`src/rtl/tetris_pkg.sv`:
```
// rtl/tetris_pkg.sv - shared types, board geometry, palette and fixed colours
//
// Purpose: tile code enum, board dimensions and the colour lookups used by
// tetris_board_render and tetris_board_store.
// Ports: none (package).
package tetris_pkg;

  typedef enum logic [2:0] {
    TILE_EMPTY = 3'd0,
    TILE_I     = 3'd1,
    TILE_O     = 3'd2,
    TILE_T     = 3'd3,
    TILE_S     = 3'd4,
    TILE_Z     = 3'd5,
    TILE_J     = 3'd6,
    TILE_L     = 3'd7
  } tile_t;

  localparam int BOARD_COLS = 10;
  localparam int BOARD_ROWS = 20;
  localparam int TILE_SHIFT = 4;
  localparam int BORDER_W   = 4;

  localparam int TILE_COUNT = BOARD_COLS * BOARD_ROWS;
  localparam int BOARD_W_PX = BOARD_COLS << TILE_SHIFT;
  localparam int BOARD_H_PX = BOARD_ROWS << TILE_SHIFT;

  localparam logic [23:0] BORDER_RGB = 24'hC0C0C0;
  localparam logic [23:0] BG_RGB     = 24'h202020;

  function automatic logic [23:0] palette(tile_t t);
    logic [23:0] c;
    c = 24'h000000;
    case (t)
      TILE_I:  c = 24'h00FFFF;
      TILE_O:  c = 24'hFFFF00;
      TILE_T:  c = 24'hA000FF;
      TILE_S:  c = 24'h00FF00;
      TILE_Z:  c = 24'hFF0000;
      TILE_J:  c = 24'h0000FF;
      TILE_L:  c = 24'hFFA000;
      default: c = 24'h000000;
    endcase
    return c;
  endfunction

endpackage

```
`src/rtl/tetris_board_render_if.sv`:
```
// rtl/tetris_board_render_if.sv - tile write / board clear bus from game logic
//
// Purpose: groups the tile write handshake and the clear request.
// Signals: wr_valid, wr_ready, wr_row[4:0], wr_col[3:0], wr_tile[2:0], clr_valid.
// Modports: master = game logic, slave = board store.
interface tetris_board_render_if;
  logic       wr_valid;
  logic       wr_ready;
  logic [4:0] wr_row;
  logic [3:0] wr_col;
  logic [2:0] wr_tile;
  logic       clr_valid;

  modport master (
    output wr_valid, wr_row, wr_col, wr_tile, clr_valid,
    input  wr_ready
  );

  modport slave (
    input  wr_valid, wr_row, wr_col, wr_tile, clr_valid,
    output wr_ready
  );
endinterface

```
`src/rtl/tetris_board_store.sv`:
```
// rtl/tetris_board_store.sv - 10x20 tile store with write, clear and frame commit
//
// Purpose: holds the playfield tiles; accepts writes/clears from the bus and
// exposes a combinational read port for the pixel pipeline.
// Ports: clk, reset_n (async, active-low), wr_bus (slave modport),
//        commit (frame-start pulse, 0 when single-buffered),
//        rd_row/rd_col (tile coordinates), rd_tile (tile code read).
// Macro: TETRIS_BOARD_DOUBLE_BUFFER_EN selects shadow + display stores.
module tetris_board_store
  import tetris_pkg::*;
(
  input  logic                  clk,
  input  logic                  reset_n,
  tetris_board_render_if.slave  wr_bus,
  input  logic                  commit,
  input  logic [4:0]            rd_row,
  input  logic [3:0]            rd_col,
  output tile_t                 rd_tile
);

  localparam logic [7:0] COLS8 = 8'(BOARD_COLS);

  tile_t      disp_mem [TILE_COUNT];
  logic       wr_fire;
  logic       wr_in_range;
  logic [7:0] wr_idx;
  logic       rd_in_range;
  logic [7:0] rd_idx;

  assign wr_bus.wr_ready = !wr_bus.clr_valid && !commit;
  assign wr_fire         = wr_bus.wr_valid && wr_bus.wr_ready;

  // Out-of-range writes still complete the handshake; they just never land.
  assign wr_in_range = (wr_bus.wr_row < 5'(BOARD_ROWS)) && (wr_bus.wr_col < 4'(BOARD_COLS));
  assign wr_idx      = {3'b000, wr_bus.wr_row} * COLS8 + {4'b0000, wr_bus.wr_col};

`ifdef TETRIS_BOARD_DOUBLE_BUFFER_EN
  tile_t shadow_mem [TILE_COUNT];

  // The commit copy reads the shadow before this edge's clear, so a clear
  // issued in the commit cycle only shows from the following frame.
  always_ff @(posedge clk or negedge reset_n) begin
    if (!reset_n) begin
      for (int i = 0; i < TILE_COUNT; i++) begin
        shadow_mem[i] <= TILE_EMPTY;
        disp_mem[i]   <= TILE_EMPTY;
      end
    end else begin
      if (commit) begin
        disp_mem <= shadow_mem;
      end
      if (wr_bus.clr_valid) begin
        for (int i = 0; i < TILE_COUNT; i++) begin
          shadow_mem[i] <= TILE_EMPTY;
        end
      end else if (wr_fire && wr_in_range) begin
        shadow_mem[wr_idx] <= tile_t'(wr_bus.wr_tile);
      end
    end
  end
`else
  always_ff @(posedge clk or negedge reset_n) begin
    if (!reset_n) begin
      for (int i = 0; i < TILE_COUNT; i++) begin
        disp_mem[i] <= TILE_EMPTY;
      end
    end else if (wr_bus.clr_valid) begin
      for (int i = 0; i < TILE_COUNT; i++) begin
        disp_mem[i] <= TILE_EMPTY;
      end
    end else if (wr_fire && wr_in_range) begin
      disp_mem[wr_idx] <= tile_t'(wr_bus.wr_tile);
    end
  end
`endif

  // Coordinates outside the board read as empty so the pipeline never
  // indexes past the array when the pixel is off the playfield.
  assign rd_in_range = (rd_row < 5'(BOARD_ROWS)) && (rd_col < 4'(BOARD_COLS));
  assign rd_idx      = {3'b000, rd_row} * COLS8 + {4'b0000, rd_col};
  assign rd_tile     = rd_in_range ? disp_mem[rd_idx] : TILE_EMPTY;

endmodule

```
`src/rtl/tetris_board_render.sv`:
```
// rtl/tetris_board_render.sv - two-stage pixel colour pipeline for the Tetris screen
//
// Purpose: maps VGA row/col to playfield, border or background colour using
// the live tile store; sync and blank are delayed to match the RGB.
// Ports: clk, reset_n (async, active-low), vga_row/vga_col/vga_blank/vga_hs/
//        vga_vs (timing generator), wr_bus (slave modport: tile writes, clear),
//        rgb_r/rgb_g/rgb_b, out_hs/out_vs/out_blank (2-cycle latency).
// Macro: TETRIS_BOARD_DOUBLE_BUFFER_EN enables frame-synchronous commit.
module tetris_board_render
  import tetris_pkg::*;
#(
  parameter int BOARD_X0 = 240,
  parameter int BOARD_Y0 = 80
) (
  input  logic                  clk,
  input  logic                  reset_n,
  input  logic [9:0]            vga_row,
  input  logic [9:0]            vga_col,
  input  logic                  vga_blank,
  input  logic                  vga_hs,
  input  logic                  vga_vs,
  tetris_board_render_if.slave  wr_bus,
  output logic [7:0]            rgb_r,
  output logic [7:0]            rgb_g,
  output logic [7:0]            rgb_b,
  output logic                  out_hs,
  output logic                  out_vs,
  output logic                  out_blank
);

  localparam logic [9:0] X_LO  = 10'(BOARD_X0);
  localparam logic [9:0] X_HI  = 10'(BOARD_X0 + BOARD_W_PX);
  localparam logic [9:0] Y_LO  = 10'(BOARD_Y0);
  localparam logic [9:0] Y_HI  = 10'(BOARD_Y0 + BOARD_H_PX);
  localparam logic [9:0] BX_LO = 10'(BOARD_X0 - BORDER_W);
  localparam logic [9:0] BX_HI = 10'(BOARD_X0 + BOARD_W_PX + BORDER_W);
  localparam logic [9:0] BY_LO = 10'(BOARD_Y0 - BORDER_W);
  localparam logic [9:0] BY_HI = 10'(BOARD_Y0 + BOARD_H_PX + BORDER_W);

  logic       commit;
  logic       in_board_c, in_frame_c;
  logic [7:0] dx_c;
  logic [8:0] dy_c;

  logic       s1_in_board, s1_in_border, s1_grid;
  logic [4:0] s1_tile_row;
  logic [3:0] s1_tile_col;
  logic       s1_blank, s1_hs, s1_vs;

  tile_t       s1_tile;
  logic [23:0] s2_rgb_c;
  logic [23:0] s2_rgb;
  logic        s2_blank, s2_hs, s2_vs;

`ifdef TETRIS_BOARD_DOUBLE_BUFFER_EN
  always_ff @(posedge clk or negedge reset_n) begin
    if (!reset_n) begin
      commit <= 1'b0;
    end else begin
      commit <= (vga_row == 10'd0) && (vga_col == 10'd0);
    end
  end
`else
  assign commit = 1'b0;
`endif

  tetris_board_store u_store (
    .clk     (clk),
    .reset_n (reset_n),
    .wr_bus  (wr_bus),
    .commit  (commit),
    .rd_row  (s1_tile_row),
    .rd_col  (s1_tile_col),
    .rd_tile (s1_tile)
  );

  // Region tests happen on the raw coordinates, so the offsets below are only
  // meaningful (and never wrap) when in_board_c is set. The playfield is at
  // most 160 px wide / 320 px tall, so 8 and 9 offset bits suffice.
  assign in_board_c = (vga_col >= X_LO) && (vga_col < X_HI) &&
                      (vga_row >= Y_LO) && (vga_row < Y_HI);
  assign in_frame_c = (vga_col >= BX_LO) && (vga_col < BX_HI) &&
                      (vga_row >= BY_LO) && (vga_row < BY_HI);
  assign dx_c = vga_col[7:0] - X_LO[7:0];
  assign dy_c = vga_row[8:0] - Y_LO[8:0];

  always_ff @(posedge clk or negedge reset_n) begin
    if (!reset_n) begin
      s1_in_board  <= 1'b0;
      s1_in_border <= 1'b0;
      s1_grid      <= 1'b0;
      s1_tile_row  <= 5'd0;
      s1_tile_col  <= 4'd0;
      s1_blank     <= 1'b1;
      s1_hs        <= 1'b1;
      s1_vs        <= 1'b1;
    end else begin
      s1_in_board  <= in_board_c;
      s1_in_border <= in_frame_c && !in_board_c;
      s1_grid      <= (dx_c[3:0] == 4'd0) || (dy_c[3:0] == 4'd0);
      s1_tile_row  <= dy_c[8:4];
      s1_tile_col  <= dx_c[7:4];
      s1_blank     <= vga_blank;
      s1_hs        <= vga_hs;
      s1_vs        <= vga_vs;
    end
  end

  always_comb begin
    s2_rgb_c = BG_RGB;
    if (s1_blank) begin
      s2_rgb_c = 24'h000000;
    end else if (s1_in_board) begin
      if (s1_tile == TILE_EMPTY) begin
        s2_rgb_c = 24'h000000;
      end else if (s1_grid) begin
        // Grid line: halve every channel independently.
        s2_rgb_c = (palette(s1_tile) >> 1) & 24'h7F7F7F;
      end else begin
        s2_rgb_c = palette(s1_tile);
      end
    end else if (s1_in_border) begin
      s2_rgb_c = BORDER_RGB;
    end
  end

  always_ff @(posedge clk or negedge reset_n) begin
    if (!reset_n) begin
      s2_rgb   <= 24'h000000;
      s2_blank <= 1'b1;
      s2_hs    <= 1'b1;
      s2_vs    <= 1'b1;
    end else begin
      s2_rgb   <= s2_rgb_c;
      s2_blank <= s1_blank;
      s2_hs    <= s1_hs;
      s2_vs    <= s1_vs;
    end
  end

  assign rgb_r     = s2_rgb[23:16];
  assign rgb_g     = s2_rgb[15:8];
  assign rgb_b     = s2_rgb[7:0];
  assign out_hs    = s2_hs;
  assign out_vs    = s2_vs;
  assign out_blank = s2_blank;

endmodule

```
`src/flat_wrapper.sv`:
```
// flat-port wrapper written by rule: the top's interface ports become plain ports
module tetris_board_render_flat import tetris_pkg::*;
#(
  parameter int BOARD_X0 = 240,
  parameter int BOARD_Y0 = 80
)
  (clk, reset_n, vga_row, vga_col, vga_blank, vga_hs, vga_vs, rgb_r, rgb_g, rgb_b, out_hs, out_vs, out_blank, wr_bus_wr_valid, wr_bus_wr_row, wr_bus_wr_col, wr_bus_wr_tile, wr_bus_clr_valid, wr_bus_wr_ready);
  tetris_board_render_if wr_bus_i ();
  input  logic clk;
  input  logic reset_n;
  input  logic [9:0] vga_row;
  input  logic [9:0] vga_col;
  input  logic vga_blank;
  input  logic vga_hs;
  input  logic vga_vs;
  output logic [7:0] rgb_r;
  output logic [7:0] rgb_g;
  output logic [7:0] rgb_b;
  output logic out_hs;
  output logic out_vs;
  output logic out_blank;
  input wire logic [$bits(wr_bus_i.wr_valid)-1:0] wr_bus_wr_valid;
  input wire logic [$bits(wr_bus_i.wr_row)-1:0] wr_bus_wr_row;
  input wire logic [$bits(wr_bus_i.wr_col)-1:0] wr_bus_wr_col;
  input wire logic [$bits(wr_bus_i.wr_tile)-1:0] wr_bus_wr_tile;
  input wire logic [$bits(wr_bus_i.clr_valid)-1:0] wr_bus_clr_valid;
  output wire logic [$bits(wr_bus_i.wr_ready)-1:0] wr_bus_wr_ready;
  assign wr_bus_i.wr_valid = wr_bus_wr_valid;
  assign wr_bus_i.wr_row = wr_bus_wr_row;
  assign wr_bus_i.wr_col = wr_bus_wr_col;
  assign wr_bus_i.wr_tile = wr_bus_wr_tile;
  assign wr_bus_i.clr_valid = wr_bus_clr_valid;
  assign wr_bus_wr_ready = wr_bus_i.wr_ready;
  tetris_board_render #(.BOARD_X0(BOARD_X0), .BOARD_Y0(BOARD_Y0)) u_core (.clk(clk), .reset_n(reset_n), .vga_row(vga_row), .vga_col(vga_col), .vga_blank(vga_blank), .vga_hs(vga_hs), .vga_vs(vga_vs), .wr_bus(wr_bus_i), .rgb_r(rgb_r), .rgb_g(rgb_g), .rgb_b(rgb_b), .out_hs(out_hs), .out_vs(out_vs), .out_blank(out_blank));
endmodule
```
`config.mk`:
```
export PLATFORM = sky130hd
export DESIGN_NAME = tetris_board_render_flat
export DESIGN_NICKNAME = d
export VERILOG_FILES = /design/src/rtl/tetris_pkg.sv /design/src/rtl/tetris_board_render_if.sv /design/src/rtl/tetris_board_store.sv /design/src/rtl/tetris_board_render.sv /design/src/flat_wrapper.sv
export SDC_FILE = /design/constraint.sdc
export NUM_CORES = 1
export LEC_CHECK = 0
export CAP_MARGIN = 20
export CORE_ASPECT_RATIO = 1.4
export CORE_MARGIN = 4
export CORE_UTILIZATION = 42
export CTS_CLUSTER_DIAMETER = 30
export DETAILED_ROUTE_END_ITERATION = 10
export PLACE_DENSITY = 0.64
export SYNTH_ARGS = -nofsm -noshare
export SYNTH_HDL_FRONTEND = slang
export SYNTH_SLANG_ARGS = --single-unit
```
`constraint.sdc`:
```
create_clock -name clk -period 8.8 [get_ports clk]
set_input_delay 2.2 -clock clk [delete_from_list [all_inputs] [get_ports clk]]
set_output_delay 2.2 -clock clk [all_outputs]
set_load 0.01 [all_outputs]
```
### Word-level counts from Yosys, hierarchy flattened

Index checks and enable logic that the tools add are counted.
Widths: inputs -> output; s select.

| word-level totals | value |
|---|---|
| flip-flop bits (word level) | 642 |
| latch bits | 0 |
| bits in writable memories | 0 |
| memory bits (read-only) | 0 |
| input bits | 39 |
| output and inout bits | 28 |
| memories kept | 0 |

| operators by class | value |
|---|---|
| add/subtract/negate cells | 4 |
| $mul | 2 |
| divide/modulo/power cells | 0 |
| $lt $le $gt $ge | 15 |
| equality and inequality tests | 7 |
| shift-type cells | 0 |
| mux-type cells | 15 |
| bitwise logic cells | 2 |
| reductions and logical operators | 19 |

Operators by type and width:

| operator | number |
|---|---|
| $mux 600 | 2 |
| $bwmux 600 | 1 |
| $pmux 24 s7 | 1 |
| $mux 24 | 5 |
| $lt 10x9->1 const B | 4 |
| $bmux 3 s8 | 1 |
| $demux 3 s8 | 1 |
| $ge 10x7->1 const B | 2 |
| $ge 10x8->1 const B | 2 |
| $ge 9x9->1 const B | 2 |
| $not 8->9 | 2 |
| $add 8x4->8 | 2 |
| $mul 5x3->7 const B | 2 |
| $eq 3x3->1 const B | 4 |
| $logic_and 1x1->1 | 12 |
| $mux 3 | 4 |
| $lt 5x5->1 const B | 2 |
| $lt 9x1->1 const B | 1 |
| $sub 9x7->9 const B | 1 |
| $logic_not 4->1 | 2 |
| $lt 4x4->1 const B | 2 |
| $sub 8x8->8 const B | 1 |
| $eq 3x2->1 const B | 2 |
| $eq 3x1->1 const B | 1 |
| other kinds (4) | 5 |

### Longest topological paths before layout

Gate-level depths: netlist (run 1).

| depth | value |
|---|---|
| depth after elaboration | 13 |
| gate-level depth with buffers | 18 |

### Hierarchy

From an unflattened synthesis (run 1), not the netlist that was laid out.

| second synthesis, totals | value |
|---|---|
| cell total of the unflattened synthesis | 3267 |
| area, all modules | 32645.1 sq um |

Modules (own cells, without submodules):

| module | times used | cells each | area an instance (sq um) | seq. area each (sq um) |
|---|---|---|---|---|
| tetris_board_store | 1 | 3133 | 31152.4 | 15014.4 |
| tetris_board_render | 1 | 134 | 1492.7 | 808.3 |

### Worst setup path after synthesis (run 1)

Ideal clock, no wire load.

| timing path | value |
|---|---|
| path kind | in2reg |
| start point | input port wr_bus_wr_row[1] |
| end point | register u_core.u_store.disp_mem[318] (netlist name) |
| library setup time | 0.132 ns |
| data arrival time | 5.271 ns |
| data required time | 8.668 ns |
| path slack | 3.397 ns |
| cell stages on the path | 14 |
| buffers on the path | 2 |
| path through | ha_1 ha_1 fa_1 xor2_1 nand4_1 xnor2_1 xor2_1 nand2b_1 or2_2 clkbuf_1 clkbuf_1 nor3_1 mux2i_1 nor2_1 |

| on the way | value |
|---|---|
| word-level cells in the longest chain between the ends | 10 |

Ends and longest elaborated chain:

| what | RTL line | text |
|---|---|---|
| start: declaration | flat_wrapper.sv:23 | `input wire logic [$bits(wr_bus_i.wr_row)-1:0] wr_bus_wr_row;` |
| $mul 5x3->7 | tetris_board_store.sv:35 | `assign wr_idx = {3'b000, wr_bus.wr_row} * COLS8 + {4'b0000, wr_bus.wr_col};` |
| $add 8x4->8 | tetris_board_store.sv:35 |  |
| $not 8->9 (implied by the code) | tetris_board_store.sv:72 | `disp_mem[wr_idx] <= tile_t'(wr_bus.wr_tile);` |
| $ge 9x9->1 (implied by the code) / $lt 9x1->1 (equally long branches) | tetris_board_store.sv:72 |  |
| $logic_and 1x1->1 (implied by the code) | tetris_board_store.sv:72 |  |
| $mux 3 (implied by the code) | tetris_board_store.sv:72 |  |
| $demux 3 s8 | tetris_board_store.sv:72 |  |
| $bwmux 600 | tetris_board_store.sv:72 |  |
| $mux 600 | tetris_board_store.sv:71 | `end else if (wr_fire && wr_in_range) begin` |
| $mux 600 | tetris_board_store.sv:67 | `end else if (wr_bus.clr_valid) begin` |
| end signal: indexed assignment | tetris_board_store.sv:72 |  |
| end: declaration | tetris_board_store.sv:23 | `tile_t disp_mem [TILE_COUNT];` |

Several ways; a longest one is shown, not always the timed one. The select of a mux whose other input is x is not followed.
A chain may end at the register's enable or synchronous reset.

### Final worst setup path (run 1)

| timing path | value |
|---|---|
| start point | input port wr_bus_wr_row[1] |
| end point | register u_core.u_store.disp_mem[357] (netlist name) |

Same word-level chain as after synthesis.

==> impl_results.md, run 1 <==
- # IOs: 67
- Top-area cell type share of the netlist area: approximately 48%
- Drt via density: between 5 and 6
- Syn Std Cell Area: between 30000 and 40000 sq um
- Die extent in y: roughly 340 microns
- RSZ-0062 raised after global routing: no
- Post-Route Skew: between 20 and 30 ps
- H-tree levels: 3
- Setup repair bufs after CTS: 0
- Area leader, netlist: dfrtp_1
- Routed WL: ~90000 microns
- Cell Rows: around 120
- Num CTS Buffers: around 110
- PwrDens: about 230 nW/um^2
- Buffers on Ports: 66
- Post-synthesis register bit count: ~630
- Initial DRC count: ~1800
- Largest net degree at the start of global routing: about 250
- Syn Nets: roughly 3000
- Vias in the first global route: ~24000
- Clock Pin Slew Worst Setup and Hold Paths: 50 ps
- Crit Path Class: in2reg
- Min-delay src: u_core.s1_vs
- CTS Sinks: 632
- R2R depth: 13
- CTS tree: built
- Reg2reg start: u_core.s1_tile_col[1]
- CTS Hold Bufs: 0
- Worst hold path stage count: 0
- Synth top area cells: dfrtp_1 (48%), mux2i_1 (19%), nor2_1 (7.0%)
- Crit. End Element: register
- Hold/Removal Path Class: reg2reg
- PostCTS Resize Cnt: 0
- Worst path required time: 9320 ps
- Setup TNS: 0 ps
- Aggregate global routing overflow: 0
- Drt first pass iters: 6
- Worst hold slack: between 300 and 400 ps
- Dpl hpwl: 53760 microns
- Design area: 37970 sq um
- Flop2flop setup slack: ~3700 ps
- CP Launch Type: input pin
- Layout cells sized above 1: between 10% and 20%
- # DRC: 0
- Vias: about 23000
- Core area: 77670 sq um
- CTS Buffer Depth: 3
- Fin util: around 50%
- Least-Margin Pin Slew: 1126 ps
- Crit-path max FO: 16
- Gp weighted congestion: between 0.8 and 0.9
- Initial antenna violation count: 0
- Clk_lat worst skew: 670 ps
- Root Buffer: clkbuf_16
- CP Data Arrival Time: between 6000 and 7000 ps
- Wirelength per Cell: ~22 microns
- Dpl cell area: 34030 sq um
- Peak supply drop: between 0.15 and 0.2 mV
- Post-synth EDFFs: 0
- Cell count after synthesis: 2849
- Sequential element share of the synthesized area: between 40% and 50%
- Post-synth ARST share: 100.0%
- Outcome: finished clean
- Max Cap Viol: 0
- Final hold vios: 0
- Initial Utilization: a little over two fifths
- Netlist cell types: 86
- # setup viols final: 0
- Layout net count: 2901
- Most common library cells after synthesis: dfrtp_1 (626), mux2i_1 (626), nor2_1 (617)
- First-pass GRT wire length: roughly 140000 microns
- Tcrit/Tclk final: between 60 and 70%
- Crit path time final: between 5000 and 6000 ps
- Diode count: 0
- Yosys warning count: 0
- Die ar.: 82960 sq um
- Hold path endpoint: u_core.out_vs
- Fmax: between 0.15 and 0.2 GHz
- Lkg Pwr: ~20 nW
- Final Slew Violations: 0
- Post-route ant nets: 0
- GRT Total Usage: approximately a fifth
- Chip width: between 200 and 250 microns
- Slew headroom: 24.95%
- R2R Path End: u_core.s2_rgb[13]
- Layout area overhead: 15.39%
- Mean post-synth cell area: between 10 and 15 sq um
- Top_reg_cell synth: dfrtp_1
==> worst max-delay path by stage <==
| stage | from | endpoint | slack [ps] | depth (start not counted) |
|---|---|---|---|---|
| global route | wr_bus_wr_row[1] | u_core.u_store.disp_mem[357] | 2650 | 13 |
| global placement | wr_bus_wr_row[1] | u_core.u_store.disp_mem[536] | 1990 | 13 |
| finish | wr_bus_wr_row[1] | u_core.u_store.disp_mem[357] | 2870 | 13 |
| floorplan | wr_bus_wr_row[1] | u_core.u_store.disp_mem[318] | 3400 | 14 |
| CTS | wr_bus_wr_row[1] | u_core.u_store.disp_mem[335] | 2820 | 13 |
| detailed placement | wr_bus_wr_row[1] | u_core.u_store.disp_mem[333] | 2130 | 13 |
==> stage by stage <==
step | power [mW] | instances | setup slack [ps]
2_1_floorplan | 3.786 | 2849 | 3398
3_3_place_gp | 4.149 | 3760 | 1993
3_5_place_dp | 4.164 | 3766 | 2126
4_1_cts | 8.647 | 3972 | 2817
5_1_grt | 8.869 | 3973 | 2654
6_report | 8.579 | 3973 | 2874
==> sequential cells by signal, indices dropped and copies added, names as in the netlist, 4 cells and up <==
register	flops
u_core.s2_rgb	14
u_core.u_store.disp_mem	600
u_core.s1_tile_row	5
u_core.s1_tile_col	4
==> metal layers <==
metal	routed length (microns)	up-vias	global-route usage (%)
met5	0	-	0
met4	4038	0	9.454
met3	4897	213	3.437
met2	44330	743	36.62
met1	35630	11721	26.69
li1	-	10010	-
==> power breakdown <==
part	leakage (nW)	internal (mW)	switching, mW
Clock	1.91	2.91	1.55
Sequential	8.78	2.93	0.0134
Combinational	9.37	0.367	0.818
Total	20.1	6.20	2.38
==> cell families after synthesis <==
kind of cell	share of synthesized area (%)
simple gates	12.08
mux	30.51
compound gates	2.962
xor+xnor	0.7756
buf+inv	4.399
fa+ha+maj	1.194
flops	48.08
==> worst max-delay path, cell delays in order <==
cell	delay, ps
clkdlybuf4s50_1	480
ha_1	330
ha_1	220
fa_1	440
xor2_1	240
nand4_1	140
xnor2_1	180
xor2_1	430
nand2b_1	180
or2_2	460
nor4_1	800
mux2i_1	280
nor2_1	60
==> cell type report <==
type | instances | area (sq um)
Tap cell | 1045 | 1308
Multi-Input combinational cell | 1961 | 15750
Sequential cell | 632 | 15830
Clock inverter | 69 | 903.4
Inverter | 14 | 52.55
Clock buffer | 137 | 3034
Fill cell | 6738 | 39690
Timing Repair Buffer | 115 | 1104
==> layout by cell type (no fill, tap or decap), types with 24 or more instances in the layout <==
cell type	instances
a21oi_1	43
buf_4	41
clkbuf_16	110
clkdlybuf4s50_1	61
dfrtp_1	625
ha_1	24
mux2i_1	626
mux4_1	68
mux4_2	83
nand2_1	237
nand3_1	41
nor2_1	609
(Power assumes the default switching activity.)
==> run 2, diff against run 1 <==
==> constraint.sdc (replaced) <==
create_clock -name clk -period 5.68 [get_ports clk]
set_input_delay 1.42 -clock clk [delete_from_list [all_inputs] [get_ports clk]]
set_output_delay 1.42 -clock clk [all_outputs]
set_load 0.01 [all_outputs]
==> impl_results.md, run 2 (same netlist as run 1, synthesis figures left out) <==
- CP top delay family: simple AND/OR/NAND/NOR gates
- Clock Pin Slew Worst Setup and Hold Paths: ~50 ps
- Crit-path cells: clkdlybuf4s50_1 -> ha_1 -> ha_1 -> fa_1 -> xor2_1 -> nand4_1 -> xnor2_1 -> xor2_1 -> nand2b_1 -> or2_2 -> nor3_1 -> mux2i_1 -> nor2_1
- Hold/Removal Path Class: reg2reg
- Drt first pass iters: 7
- Commonest non-fill, non-tap cells in the layout: mux2i_1 (626), dfrtp_1 (625), nor2_1 (611)
- Cell Rows: 121
- First-pass GRT wire length: 141400 microns
- Initial Utilization: between 40% and 50%
- Num CTS Buffers: roughly 110
- Crit Path Class: in2reg
- Largest net degree at the start of global routing: 210
- Buffers on Ports: between 60 and 70
- Final Slew Violations: 0
- Filler instances: between 6000 and 7000
- Initial DRC count: 1854
- PostCTS Resize Cnt: 0
- Biggest register: u_core.u_store.disp_mem
- Crit-path max FO: 16
- # DRC: 0
- Aggregate global routing overflow: 0
- Fmax: around 0.20 GHz
- Dpl cell area: 34410 sq um
- WP buf/inv: 1
- Crit. End Element: register
- Dpl hpwl: 55340 microns
- PwrDens: 348.5 nW/um^2
- Post-route ant nets: 0
- Chip width: around 240 microns
- Routed WL: 90050 microns
- Worst path required time: 6170 ps
- Worst path slowest cell: clkdlybuf4s50_1
- Root Buffer: clkbuf_16
- # IOs: 67
- Vias: between 20000 and 25000
- Wirelength per Cell: 22.48 microns
- Die ar.: roughly 83000 sq um
- CTS Hold Bufs: 0
- CP Data Arrival Time: approximately 5400 ps
- Gp weighted congestion: roughly 0.86
- CP Launch Type: input pin
- Top Registers: u_core.u_store.disp_mem: 600 flops, u_core.s2_rgb: 14 flops, u_core.s1_tile_row: 5 flops
- Initial antenna violation count: 0
- RSZ-0062 raised after global routing: no
- Vias in the first global route: 23843
- Setup TNS: 0 ps
- Tcrit/Tclk final: ~86%
- Multi-input gate area: ~16000 sq um
- Drt via density: ~5.7
- # setup viols final: 0
- Pre-CTS setup slack: between 150 and 200 ps
- Die extent in y: 339.2 microns
- Post-Route Skew: between 20 and 30 ps
- Slew headroom: between 10% and 20%
- Design area: between 30000 and 40000 sq um
- CTS Buffer Depth: 3
- Commonest non-fill, non-tap cell in the layout: mux2i_1
- Max Cap Viol: 0
- Crit path time final: just under 5000 ps
- Clk_lat worst skew: 670 ps
- Setup repair bufs after CTS: 0
- Lkg Pwr: around 20 nW
- GRT Total Usage: 21.52%
- Layout area overhead: 16.57%
- Max FFs per register: 600
- Peak supply drop: 0.2348 mV
- H-tree levels: 3
- Critical path's largest stage delay: between 400 and 500 ps
- CTS Sinks: 632
- Final hold vios: 0
- Least-Margin Pin Slew: about 1300 ps
- Worst setup margin: slightly below 800 ps
- Outcome: finished clean
- Core area: a little under 80000 sq um
- Fin util: 49.39%
- Layout net count: between 2000 and 3000
- Total Power: roughly 13 mW
- CTS tree: built
- Register area: approximately 16000 sq um
- Layout cells sized above 1: approximately 14%
run 2: cell count changes in the layout (fill, tap and decap cells not counted), moves of 2 or more:
cell and delta:
nor2_1 +2, inv_6 -4, clkinv_4 -8, buf_12 +9
buf_4 +32, clkbuf_8 +5, inv_16 -2, nor2_4 -3
clkinv_2 -2, bufinv_16 +2
run 2: per-stage QoR:
stage                     cells  hold WS, ps
after detailed placement   3805        347.6
after global placement     3805        348.5
final                      4006        354.1
after CTS                  4004        356.7
after floorplan            2849        345.2
after global routing       4005        359.7
run 2: worst register-to-register path: stages, from the launching register on:
cell	delay (ps)
dfrtp_1	430
ha_1	340
ha_1	400
a21o_1	250
or3_1	450
a21oi_2	860
a22oi_1	360
o2111a_1	250
a211oi_1	220
a311o_2	310
o21ba_2	200
a22o_1	210
a211oi_2	210
run 2: layout make-up:
cell class	count	area share, %
antenna	1	0.006523
clock buffer	142	8.033
clock inverter	57	2.179
inverter	14	0.1370
multi-input combinational	1961	40.99
sequential	632	41.26
tap	1045	3.408
timing repair buffer	154	3.989
run 2: worst paths after layout:
check	from	endpoint	slack (ps)	depth (start not counted)
setup reg to reg	u_core.s1_tile_row[0]	u_core.s2_rgb[13]	1120	12
max in group asynchronous	reset_n	u_core.u_store.disp_mem[69]	3560	2
hold / removal	u_core.s1_vs	u_core.out_vs	350	0
setup / recovery	wr_bus_wr_row[1]	u_core.u_store.disp_mem[317]	780	13
min in group asynchronous	reset_n	u_core.u_store.disp_mem[335]	730	1
hold reg to reg	u_core.s1_vs	u_core.out_vs	350	0
run 2: report_power, final:
part           total (mW)  internal [mW]  switching (mW)
Clock                6.91           4.59            2.32
Sequential           4.56           4.53          0.0235
Combinational        1.91          0.632            1.28
Total                13.4           9.75            3.62
run 2: per-layer routing:
layer,track usage [%],vias up,share of wire [%]
li1,-,10066,-
met1,27.42,11781,40
met2,35.86,721,50
met3,3.303,213,5.1
met4,10.67,0,4.9
met5,0,-,0
